File: config.mk
export PLATFORM = sky130hd
export DESIGN_NAME = serial_subtractor
export DESIGN_NICKNAME = d
export VERILOG_FILES = /design/src/rtl/serial_subtractor.sv
export SDC_FILE = /design/constraint.sdc
export NUM_CORES = 1
export LEC_CHECK = 0
export BUFFER_PORTS_ARGS = -buffer_cell sky130_fd_sc_hd__buf_2
export CAP_MARGIN = 10
export CORE_ASPECT_RATIO = 0.75
export CORE_MARGIN = 2
export CORE_UTILIZATION = 30
export DETAILED_ROUTE_END_ITERATION = 7
export GPL_TIMING_DRIVEN = 0
export PLACE_DENSITY = 0.6
export SYNTH_ARGS = -nofsm -noshare
export SYNTH_HDL_FRONTEND = slang
export SYNTH_SLANG_ARGS = --single-unit
File: constraint.sdc
create_clock -name clk -period 2.3 [get_ports clk]
set_clock_uncertainty 0.2 [all_clocks]
set_input_delay 0.575 -clock clk [delete_from_list [all_inputs] [get_ports clk]]
set_output_delay 0.575 -clock clk [all_outputs]
set_load 0.02 [all_outputs]
File: src/rtl/serial_subtractor.sv
// rtl/serial_subtractor.sv - bit-serial unsigned subtractor, LSB first, start/busy/done handshake
// Optional build macro: SERIAL_SUBTRACTOR_SAT_EN (clamp d to 0 when the final borrow is set)
module serial_subtractor #(
    parameter int WIDTH = 8
) (
    input  logic             clk,
    input  logic             rst,
    input  logic             start,
    input  logic [WIDTH-1:0] a,
    input  logic [WIDTH-1:0] b,
    output logic             busy,
    output logic             done,
    output logic [WIDTH-1:0] d,
    output logic             br
);

    localparam int CW = $clog2(WIDTH + 1);
    localparam logic [CW-1:0] LAST_BIT = CW'(WIDTH - 1);

    typedef enum logic [1:0] {
        S_IDLE,
        S_RUN,
        S_DONE
    } state_t;

    state_t           r_state;
    logic [WIDTH-1:0] r_a_sr;
    logic [WIDTH-1:0] r_b_sr;
    logic             r_borrow;
    logic [CW-1:0]    r_cnt;

    logic             w_ai;
    logic             w_bi;
    logic             w_diff;
    logic             w_bout;
    logic [WIDTH-1:0] w_a_next;
    logic [WIDTH-1:0] w_d_final;

    assign w_ai   = r_a_sr[0];
    assign w_bi   = r_b_sr[0];
    assign w_diff = w_ai ^ w_bi ^ r_borrow;
    assign w_bout = (~w_ai & w_bi) | (~(w_ai ^ w_bi) & r_borrow);

    // Difference bits enter the minuend register at the MSB as its consumed bits
    // leave at the LSB, so after WIDTH shifts it holds the complete result.
    generate
        if (WIDTH == 1) begin : g_w1
            assign w_a_next = w_diff;
        end else begin : g_wn
            assign w_a_next = {w_diff, r_a_sr[WIDTH-1:1]};
        end
    endgenerate

`ifdef SERIAL_SUBTRACTOR_SAT_EN
    assign w_d_final = w_bout ? '0 : w_a_next;
`else
    assign w_d_final = w_a_next;
`endif

    always_ff @(posedge clk) begin
        if (rst) begin
            r_state  <= S_IDLE;
            r_a_sr   <= '0;
            r_b_sr   <= '0;
            r_borrow <= 1'b0;
            r_cnt    <= '0;
            busy     <= 1'b0;
            done     <= 1'b0;
            d        <= '0;
            br       <= 1'b0;
        end else begin
            case (r_state)
                S_IDLE, S_DONE: begin
                    done <= 1'b0;
                    if (start) begin
                        r_a_sr   <= a;
                        r_b_sr   <= b;
                        r_borrow <= 1'b0;
                        r_cnt    <= '0;
                        busy     <= 1'b1;
                        r_state  <= S_RUN;
                    end else begin
                        busy    <= 1'b0;
                        r_state <= S_IDLE;
                    end
                end
                S_RUN: begin
                    r_a_sr   <= w_a_next;
                    r_b_sr   <= r_b_sr >> 1;
                    r_borrow <= w_bout;
                    r_cnt    <= r_cnt + 1'b1;
                    if (r_cnt == LAST_BIT) begin
                        d       <= w_d_final;
                        br      <= w_bout;
                        busy    <= 1'b0;
                        done    <= 1'b1;
                        r_state <= S_DONE;
                    end
                end
                default: begin
                    busy    <= 1'b0;
                    done    <= 1'b0;
                    r_state <= S_IDLE;
                end
            endcase
        end
    end

endmodule

# Word level (Yosys, flattened, before mapping)

Cells that the tools add are included.
W data, S select, Z words.

Word-level logic and storage cells: 43
Register bits: 34
Bits of input ports: 19

Eq/ne operators: 5
Bitwise operators: 8
Add/subtract/negate cells: 1
Mux-type cells: 14
Reduce and logical (&&, ||, !) cells: 6

Operators by type and width:

| operator              | count |
|---|---|
| $pmux W8 S2           | 2 |
| $mux W8               | 2 |
| $pmux W4 S2           | 1 |
| $add A4 B1 Y4 const B | 1 |
| $eq A4 B3 Y1 const B  | 1 |
| $mux W1               | 4 |
| $mux W4               | 1 |
| $ne A2 B2 Y1 const B  | 2 |
| $pmux W1 S2           | 2 |
| $pmux W2 S2           | 1 |
| $reduce_and A2 Y1     | 2 |
| $reduce_or A2 Y1      | 2 |
| $not A1 Y1            | 3 |
| $and A1 B1 Y1         | 2 |
| $eq A2 B1 Y1 const B  | 1 |
| $eq A2 B2 Y1 const B  | 1 |
| $logic_not A2 Y1      | 1 |
| $mux W2               | 1 |
| $reduce_bool A2 Y1    | 1 |
| $xor A1 B1 Y1         | 2 |
| $or A1 B1 Y1          | 1 |

# Longest topological paths before layout

Gate-level depths: netlist (run 1).

Depth after elaboration: 5
Mapped depth: 5
Mapped depth without buffers: 4

# Least setup slack after synthesis (run 1)

No wires, ideal clock.

Path kind: reg2reg
From: register, netlist name busy
To: register br
Stages on the path, launching flop included: 5
Data arrival time: 1335 ps
Period minus slack after synthesis: 1656 ps
Library setup time: 121 ps
Slack: 644 ps
Data required time: 1979 ps
Cell sequence: dfxtp_1 > and2b_4 > and4b_4 > buf_12 > mux2_4

RTL lines:

| item                   | RTL line | text |
|---|---|---|
| end signal: assignment | 94       | `br <= w_bout;` |
| end: declaration       | 14       | `output logic br` |

# Worst setup path after layout (run 1)

From: register r_cnt[0]
To: register br

Longest elaborated chain between the ends: 2

RTL lines:

| item                               | RTL line | text |
|---|---|---|
| start: declaration                 | 30       | `logic [CW-1:0] r_cnt;` |
| start signal: assignment           | 91       | `r_cnt <= r_cnt + 1'b1;` |
| $eq A4 B3 Y1                       | 92       | `if (r_cnt == LAST_BIT) begin` |
| $reduce_and A2 Y1 (no source line) | n/a      |  |

Every way passes these cells.
A chain may end at the register's enable or synchronous reset.

==> results of run 1 <==
-- metal layers --
| metal | routed length [um] | up-vias | share of wire |
|---|---|---|---|
| met5 | 0 | - | 0 |
| li1 | - | 613 | - |
| met3 | 131 | 8 | 0.040 |
| met1 | 1730 | 571 | 0.53 |
| met4 | 54 | 0 | 0.016 |
| met2 | 1380 | 34 | 0.42 |
-- cell type report --
| class | count | area (um2) | share of cell area |
|---|---|---|---|
| Buffer | 13 | 80.1 | 0.0455 |
| Clock buffer | 7 | 96.3 | 0.0548 |
| Clock inverter | 1 | 5.00 | 0.00284 |
| Inverter | 2 | 7.51 | 0.00427 |
| Multi-Input combinational cell | 105 | 693 | 0.394 |
| Sequential cell | 33 | 661 | 0.376 |
| Tap cell | 57 | 71.3 | 0.0405 |
| Timing Repair Buffer | 29 | 145 | 0.0825 |
-- cells in the final DEF (no fill, tap or decap), types with 2 or more instances in the layout --
cell type	n
nand2b_1	20
clkbuf_8	7
clkbuf_1	2
buf_2	38
dfxtp_1	33
nand2_1	3
mux2i_1	8
nor2b_1	2
a22oi_1	15
nand3_1	19
a21oi_1	22
inv_1	2
nor2_1	4
-- worst reg2reg max path, cell delays in order (launching register included) --
cell	delay (ns)
dfxtp_1	0.37
ha_1	0.25
and4b_4	0.27
buf_12	0.14
mux2_4	0.30
-- registers in the layout, indices dropped and copies added, names as in the netlist --
signal,count
br,1
busy,1
d,8
done,1
r_a_sr,8
r_b_sr,8
r_borrow,1
r_cnt,4
r_state,1
-- worst paths after layout --
kind                         startpoint  slack [ns]                 to  cells after the start
setup / recovery  r_cnt[0]$_SDFFE_PP0P_        0.67    br$_SDFFE_PP0P_                      4
hold / removal        done$_SDFFE_PP0N_        0.26  done$_SDFFE_PP0N_                      2
setup reg to reg  r_cnt[0]$_SDFFE_PP0P_        0.67    br$_SDFFE_PP0P_                      4
hold reg to reg       done$_SDFFE_PP0N_        0.26  done$_SDFFE_PP0N_                      2
-- power by group --
group | internal [mW] | switching, mW | leakage, nW | total (mW)
sequential | 0.596 | 0.0173 | 0.269 | 0.613
combinational | 0.0586 | 0.0798 | 0.359 | 0.138
clock | 0.270 | 0.212 | 0.0542 | 0.482
total | 0.925 | 0.309 | 0.682 | 1.23
-- kinds of logic (layout without fill, tap and decap cells) --
| group | after synthesis | in the layout | synth area share |
|---|---|---|---|
| AOI/OAI and AO/OA | 38 | 38 | 0.160 |
| adders and majority gates | 2 | 2 | 0.0226 |
| and+or+nand+nor | 54 | 54 | 0.217 |
| muxes | 11 | 11 | 0.0816 |
| buffers and inverters | 15 | 52 | 0.0608 |
| DFF | 33 | 33 | 0.458 |
-- metrics by stage --
step | setup WS [ns] | hold WS, ns | util | total power [mW] | area, um2
6_report | 0.670 | 0.263 | 0.387 | 1.23 | 1760
2_1_floorplan | 0.644 | 0.248 | - | 0.715 | 1440
3_3_place_gp | 0.499 | 0.255 | 0.365 | 0.763 | 1660
5_1_grt | 0.579 | 0.288 | 0.387 | 1.29 | 1760
3_5_place_dp | 0.503 | 0.250 | 0.365 | 0.763 | 1660
4_1_cts | 0.662 | 0.266 | 0.387 | 1.25 | 1760
-- synthesized netlist by cell type --
cell type | number | area [um2]
mux2i_1 | 8 | 80.1
mux2_2 | 1 | 11.3
nor3b_1 | 1 | 7.51
a22oi_1 | 15 | 113
buf_12 | 1 | 20.0
and2b_4 | 1 | 10.0
nand3_1 | 19 | 95.1
nor2b_1 | 2 | 12.5
nand4b_1 | 1 | 8.76
inv_1 | 2 | 7.51
buf_4 | 1 | 7.51
nand2_1 | 3 | 11.3
nand3b_1 | 1 | 7.51
a21oi_1 | 22 | 110
nand2b_1 | 20 | 125
nand4_1 | 1 | 6.26
and4b_4 | 1 | 13.8
a211oi_1 | 1 | 7.51
clkbuf_1 | 2 | 7.51
ha_1 | 1 | 12.5
mux2_1 | 1 | 11.3
fa_1 | 1 | 20.0
dfxtp_1 | 33 | 661
mux2_4 | 1 | 15.0
nor2_1 | 4 | 15.0
buf_2 | 9 | 45.0
==> impl_metrics.toml, run 1 <==
[critical_path]
cp_cell_sequence = "ha_1, and4b_4, buf_12, mux2_4"
critPathBufInv = 1
critPathTopFamily = "flip-flops"
slowest_stage = "dfxtp_1"
slowest_delay_ns = 0.37
critPathMaxFanout = 9
critPathLaunchType = "flip-flop"
required_ns = 2.28
crit_arrival_ns = 1.61
cp-end-kind = "flip-flop"
critical_path_class = "flip-flop to flip-flop"

[power_and_ir_drop]
p_leak_nw = 0.682
power.ir.vdd_worst_uv = 234
powerDensity_nw_per_um2 = 701

[cts]
numCtsBuffers = 5
clock-sinks = 33
htreeDepth = 2
clk-insertion-delay-late_ns = 0.29
hold_buffers = 0
path_clk_slew_ns = 0.07
cts_resized = 0
cts_root_buf = "clkbuf_8"
tritoncts = "done"
post_cts_buffers = 0
clockBufferDepth = 2

[floorplanning]
core_area_um2 = 4550
die_y_um = 64.0
io_pins = 30
die_w_um = 84.0
start_util = 0.317
die_area_um2 = 5380
num_rows = 21

[synthesis]
synth-seq-area-share = 0.458
netlist_area_um2 = 1440
syn_avg_cell_area_um2 = 9.42
syn-num-nets = 174
yosysUniqueCellTypes = 26
synth-seq-cells = 33
yosysWarnings = 0
syn_inst = 153

[placed_design]
placedCellCount = 239
io_buffers = 29
gp_congestion = 0.724
dp_hpwl_mm = 2.29

[route]
wl_per_cell_um = 13.4
first_iter_violations = 106
totalWireLength_mm = 3.30
viasPerCell = 4.96
drtAntennaViolNets = 0
vias = 1226
drt_first_pass_iters = 4
drc = 0

[cells_and_area]
drive_gt1_frac = 0.274
final_nets = 210
area_growth_pct = 22.0
diodes = 0
num-fill-cells = 483
stdcell_count = 247

[global_routing]
grt_max_degree = 11
grt_pass1_vias = 1149
top_usage_layer = "met1"
grt_util_met2 = 0.174
grt_usage = 0.130
grt.overflow.total = 0
grt_pass1_wl_mm = 5.55
antenna_found_initial = 0
met3_usage = 0.0388
grtUsageMet1 = 0.188

[flow_run]
cap_violations = 0

[timing]
grt_setup_unrepaired = "no"
fmax_mhz = 613
fin_tns_setup_ns = 0
slew_violations = 0
slew_headroom = 0.731
fin_crit_ns = 1.63
period_share = 0.709
setup_viol = 0
max_slew.worst_pin.slew_ns = 0.403
finalHoldViolCount = 0

[status]
status = "completed"

[hold_path]
hp-class = "flip-flop to flip-flop"
Note: power is estimated with default switching activity, not from simulation.
==> run 2, diff against run 1 <==
- clock period: 2.3 -> 1.5 ns (I/O delays scaled with it)
==> impl_metrics.toml, run 2 (same netlist as run 1, synthesis figures left out) <==
[critical_path]
slowest_delay_ns = 0.31
critPathTopFamily = "simple AND/OR/NAND/NOR gates"
critical_path_class = "flip-flop to flip-flop"
cp_cell_sequence = "and2b_4, and4b_4, mux2_4"
r2r_setup_slack_ns = 0.04
critPathLaunchType = "flip-flop"
crit_arrival_ns = 1.42
required_ns = 1.46
slowest_stage = "dfxtp_2"
critPathBufInv = 0
critPathMaxFanout = 3
cp-end-kind = "flip-flop"

[placed_design]
gp_congestion = 0.725
io_buffers = 29
placedCellCount = 239
place_ws_ns = -0.109

[timing]
fmax_mhz = 685
period_share = 0.973
setup_viol = 0
finalHoldViolCount = 0
grt_setup_unrepaired = "yes"
fin_crit_ns = 1.46
slew_violations = 0
max_slew.worst_pin.slew_ns = 0.416
setup_ws_ns = 0.0398
slew_headroom = 0.722

[global_routing]
antenna_found_initial = 0
grt.overflow.total = 0
grt_max_degree = 11
grt_pass1_wl_mm = 5.51
grt_pass1_vias = 1145
grt_usage = 0.130

[cts]
cts_root_buf = "clkbuf_8"
htreeDepth = 2
hold_buffers = 0
clock-sinks = 33
path_clk_slew_ns = 0.07
numCtsBuffers = 5
clk-insertion-delay-late_ns = 0.28
clockBufferDepth = 2
tritoncts = "done"

[route]
first_iter_violations = 49
viasPerCell = 4.91
drtAntennaViolNets = 0
vias = 1214
totalWireLength_mm = 3.34
drc = 0
drt_first_pass_iters = 4
wl_per_cell_um = 13.5

[cells_and_area]
final_nets = 211
stdcell_count = 247
area_growth_pct = 25.5
layout_common_cells = "34 x buf_2, 29 x dfxtp_1, 22 x a21oi_1"
layout_commonest_cell = "buf_2"
reg_top3 = "d: 8 flops, r_a_sr: 8 flops, r_b_sr: 8 flops"
drive_gt1_frac = 0.321
diodes = 0
fin_util = 0.398

[power_and_ir_drop]
powerDensity_nw_per_um2 = 1020
power.ir.vdd_worst_uv = 370
p_leak_nw = 0.682

[floorplanning]
die_y_um = 64.0
start_util = 0.317
die_area_um2 = 5380
num_rows = 21
io_pins = 30
die_w_um = 84.0
core_area_um2 = 4550

[flow_run]
cap_violations = 0

[status]
status = "completed"

[hold_path]
hp-class = "input pin to flip-flop"
run 2: cell count changes in the layout (fill, tap and decap cells not counted), moves of 2 or more:
cell	change
dfxtp_2	+2
buf_4	+5
dfxtp_4	+2
buf_2	-4
dfxtp_1	-4
a22oi_1	-5
a22oi_2	+5
run 2: path summary, 6_finish.rpt:
kind	startpoint	to	cells after the start
min reg2reg	r_borrow$_SDFFE_PP0P_	r_borrow$_SDFFE_PP0P_	2
max reg2reg	r_state[1]$_SDFFE_PP0P_	br$_SDFFE_PP0P_	3
max	r_state[1]$_SDFFE_PP0P_	br$_SDFFE_PP0P_	3
min	b[7]	r_b_sr[7]$_SDFFE_PP0P_	3
run 2: cell type report:
cell class | instances | area (um2)
repair buffers | 32 | 180
plain buffers | 11 | 62.6
clock buffers | 7 | 86.3
well taps | 57 | 71.3
inverters | 2 | 7.51
multi-input cells | 105 | 731
flip-flops and latches | 33 | 671
fillers | 468 | 2740
run 2: worst min-delay path: stages:
cell and delay, ns:
buf_2 0.10, nand2_1 0.05, a21oi_1 0.05
run 2: timing repair:
action,in CTS,in global routing
pin swaps,1,1
endpoints found under the setup margin,1,23
setup buffers,3,0
hold endpoints to repair,0,0
resized for setup,2,13
run 2: stage by stage:
| stage | TNS [ns] | hold WS [ns] | power [mW] | instance area, um2 |
|---|---|---|---|---|
| 6_report | 0 | 0.141 | 1.85 | 1810 |
| 2_1_floorplan | -0.0173 | 0.248 | 1.10 | 1450 |
| 4_1_cts | 0 | 0.137 | 1.85 | 1800 |
| 3_5_place_dp | -2.19 | 0.258 | 1.17 | 1670 |
| 5_1_grt | -0.0302 | 0.158 | 1.95 | 1810 |
| 3_3_place_gp | -2.27 | 0.255 | 1.17 | 1670 |
run 2: per-layer routing:
metal  up-vias  share of wire  global-route usage
li1        616              -                   -
met1       578           0.50               0.174
met2        18           0.45               0.194
met3         2          0.049              0.0491
met4         0         0.0024              0.0423
met5         -              0                   0
run 2: power by group:
group          internal (mW)  total, mW  switching, mW
sequential             0.913      0.942         0.0283
combinational          0.104      0.232          0.129
clock                  0.364      0.675          0.311
total                   1.38       1.85          0.468
==> run 3, diff against run 2 <==
- CELL_PAD_IN_SITES_DETAIL_PLACEMENT: unset -> 0
- CELL_PAD_IN_SITES_GLOBAL_PLACEMENT: unset -> 1
- PLACE_DENSITY: 0.6 -> 0.72
==> impl_metrics.toml, run 3 (same netlist as run 1, synthesis figures left out) <==
[critical_path]
critPathBufInv = 1
slowest_delay_ns = 0.49
cp_cell_sequence = "inv_1, fa_1, a22oi_1, a21oi_1"
slowest_stage = "fa_1"
critPathLaunchType = "flip-flop"
cp-end-kind = "flip-flop"
critPathMaxFanout = 2
required_ns = 1.47
critical_path_class = "flip-flop to flip-flop"
crit_arrival_ns = 1.41
critPathTopFamily = "adder cells"

[global_routing]
met3_usage = 0.0388
top_usage_layer = "met2"
grt_pass1_wl_mm = 5.59
grt_util_met2 = 0.195
antenna_found_initial = 0
grt_max_degree = 11
grtUsageMet1 = 0.177
grt_pass1_vias = 1155
grt.overflow.total = 0
grt_usage = 0.133

[flow_run]
cap_violations = 0

[cells_and_area]
area_growth_pct = 28.3
layout_common_cells = "32 x buf_2, 29 x dfxtp_1, 22 x a21oi_1"
layout_commonest_cell = "buf_2"
drive_gt1_frac = 0.328
final_nets = 212
diodes = 0
num-fill-cells = 468
reg_top3 = "d: 8 flops, r_a_sr: 8 flops, r_b_sr: 8 flops"
stdcell_count = 249

[placed_design]
dp_hpwl_mm = 2.29
io_buffers = 29
placedCellCount = 239
gp_congestion = 0.699

[cts]
clk-insertion-delay-late_ns = 0.28
clockBufferDepth = 2
hold_buffers = 0
htreeDepth = 2
tritoncts = "done"
cts_root_buf = "clkbuf_8"
numCtsBuffers = 5
clock-sinks = 33
path_clk_slew_ns = 0.07

[hold_path]
hp-class = "input pin to flip-flop"

[route]
viasPerCell = 4.92
totalWireLength_mm = 3.36
vias = 1224
drtAntennaViolNets = 0
drt_first_pass_iters = 4
wl_per_cell_um = 13.5
drc = 0
first_iter_violations = 92

[timing]
grt_setup_unrepaired = "yes"
fin_hold_ws_ns = 0.129
finalHoldViolCount = 0
setup_viol = 0
fin_crit_ns = 1.44
fmax_mhz = 695
period_share = 0.960
slew_headroom = 0.737
slew_violations = 0
max_slew.worst_pin.slew_ns = 0.395

[floorplanning]
die_w_um = 84.0
io_pins = 30
die_area_um2 = 5380
num_rows = 21
die_y_um = 64.0
core_area_um2 = 4550
start_util = 0.317

[power_and_ir_drop]
p_leak_nw = 0.703
powerDensity_nw_per_um2 = 1100
power.ir.vdd_worst_uv = 547

[status]
status = "completed"
==> run 3: routing by layer <==
layer	vias up	share of wire
met1	576	0.50
met3	7	0.035
met4	0	0.018
met5	-	0
li1	619	-
met2	22	0.44
==> run 3: worst paths after layout <==
check | from | end | slack [ns] | cells past startpoint
hold reg to reg | done$_SDFFE_PP0N_ | done$_SDFFE_PP0N_ | 0.25 | 2
hold / removal | b[7] | r_b_sr[7]$_SDFFE_PP0P_ | 0.13 | 3
setup / recovery | r_borrow$_SDFFE_PP0P_ | r_a_sr[7]$_SDFFE_PP0P_ | 0.06 | 4
setup reg to reg | r_borrow$_SDFFE_PP0P_ | r_a_sr[7]$_SDFFE_PP0P_ | 0.06 | 4
==> run 3: stage by stage <==
step	setup WS (ns)	area, um2	TNS, ns	total power, mW	utilization
6_report	0.0607	1850	0	2.04	0.407
2_1_floorplan	-0.0173	1450	-0.0173	1.10	-
3_5_place_dp	-0.103	1670	-2.00	1.17	0.366
5_1_grt	-0.00531	1850	-0.00944	2.14	0.407
3_3_place_gp	-0.0927	1670	-1.82	1.17	0.366
4_1_cts	0.0164	1830	0	2.05	0.402
==> run 3: power breakdown <==
group / total (mW) / internal (mW) / switching (mW)
Sequential: 0.943 / 0.914 / 0.0288
Combinational: 0.238 / 0.107 / 0.131
Clock: 0.856 / 0.541 / 0.315
==> run 3: area by class of cell <==
type | instances | area (um2) | area share
Buffer | 12 | 75.1 | 0.0406
Clock buffer | 7 | 86.3 | 0.0467
Clock inverter | 1 | 30.0 | 0.0162
Inverter | 2 | 7.51 | 0.00406
Multi-Input combinational cell | 105 | 731 | 0.395
Sequential cell | 33 | 668 | 0.361
Tap cell | 57 | 71.3 | 0.0386
Timing Repair Buffer | 32 | 180 | 0.0974
==> run 3: worst register-to-register path, stage by stage, from the launching register on <==
cell and delay [ns]:
dfxtp_1 0.32, inv_1 0.06, fa_1 0.49, a22oi_1 0.19, a21oi_1 0.08
==> run 3: what timing repair did <==
item	4_1_cts	5_1_grt
buffers inserted	3	0
resized for setup	2	14
pin swaps	1	1
endpoints found under the setup margin	1	23
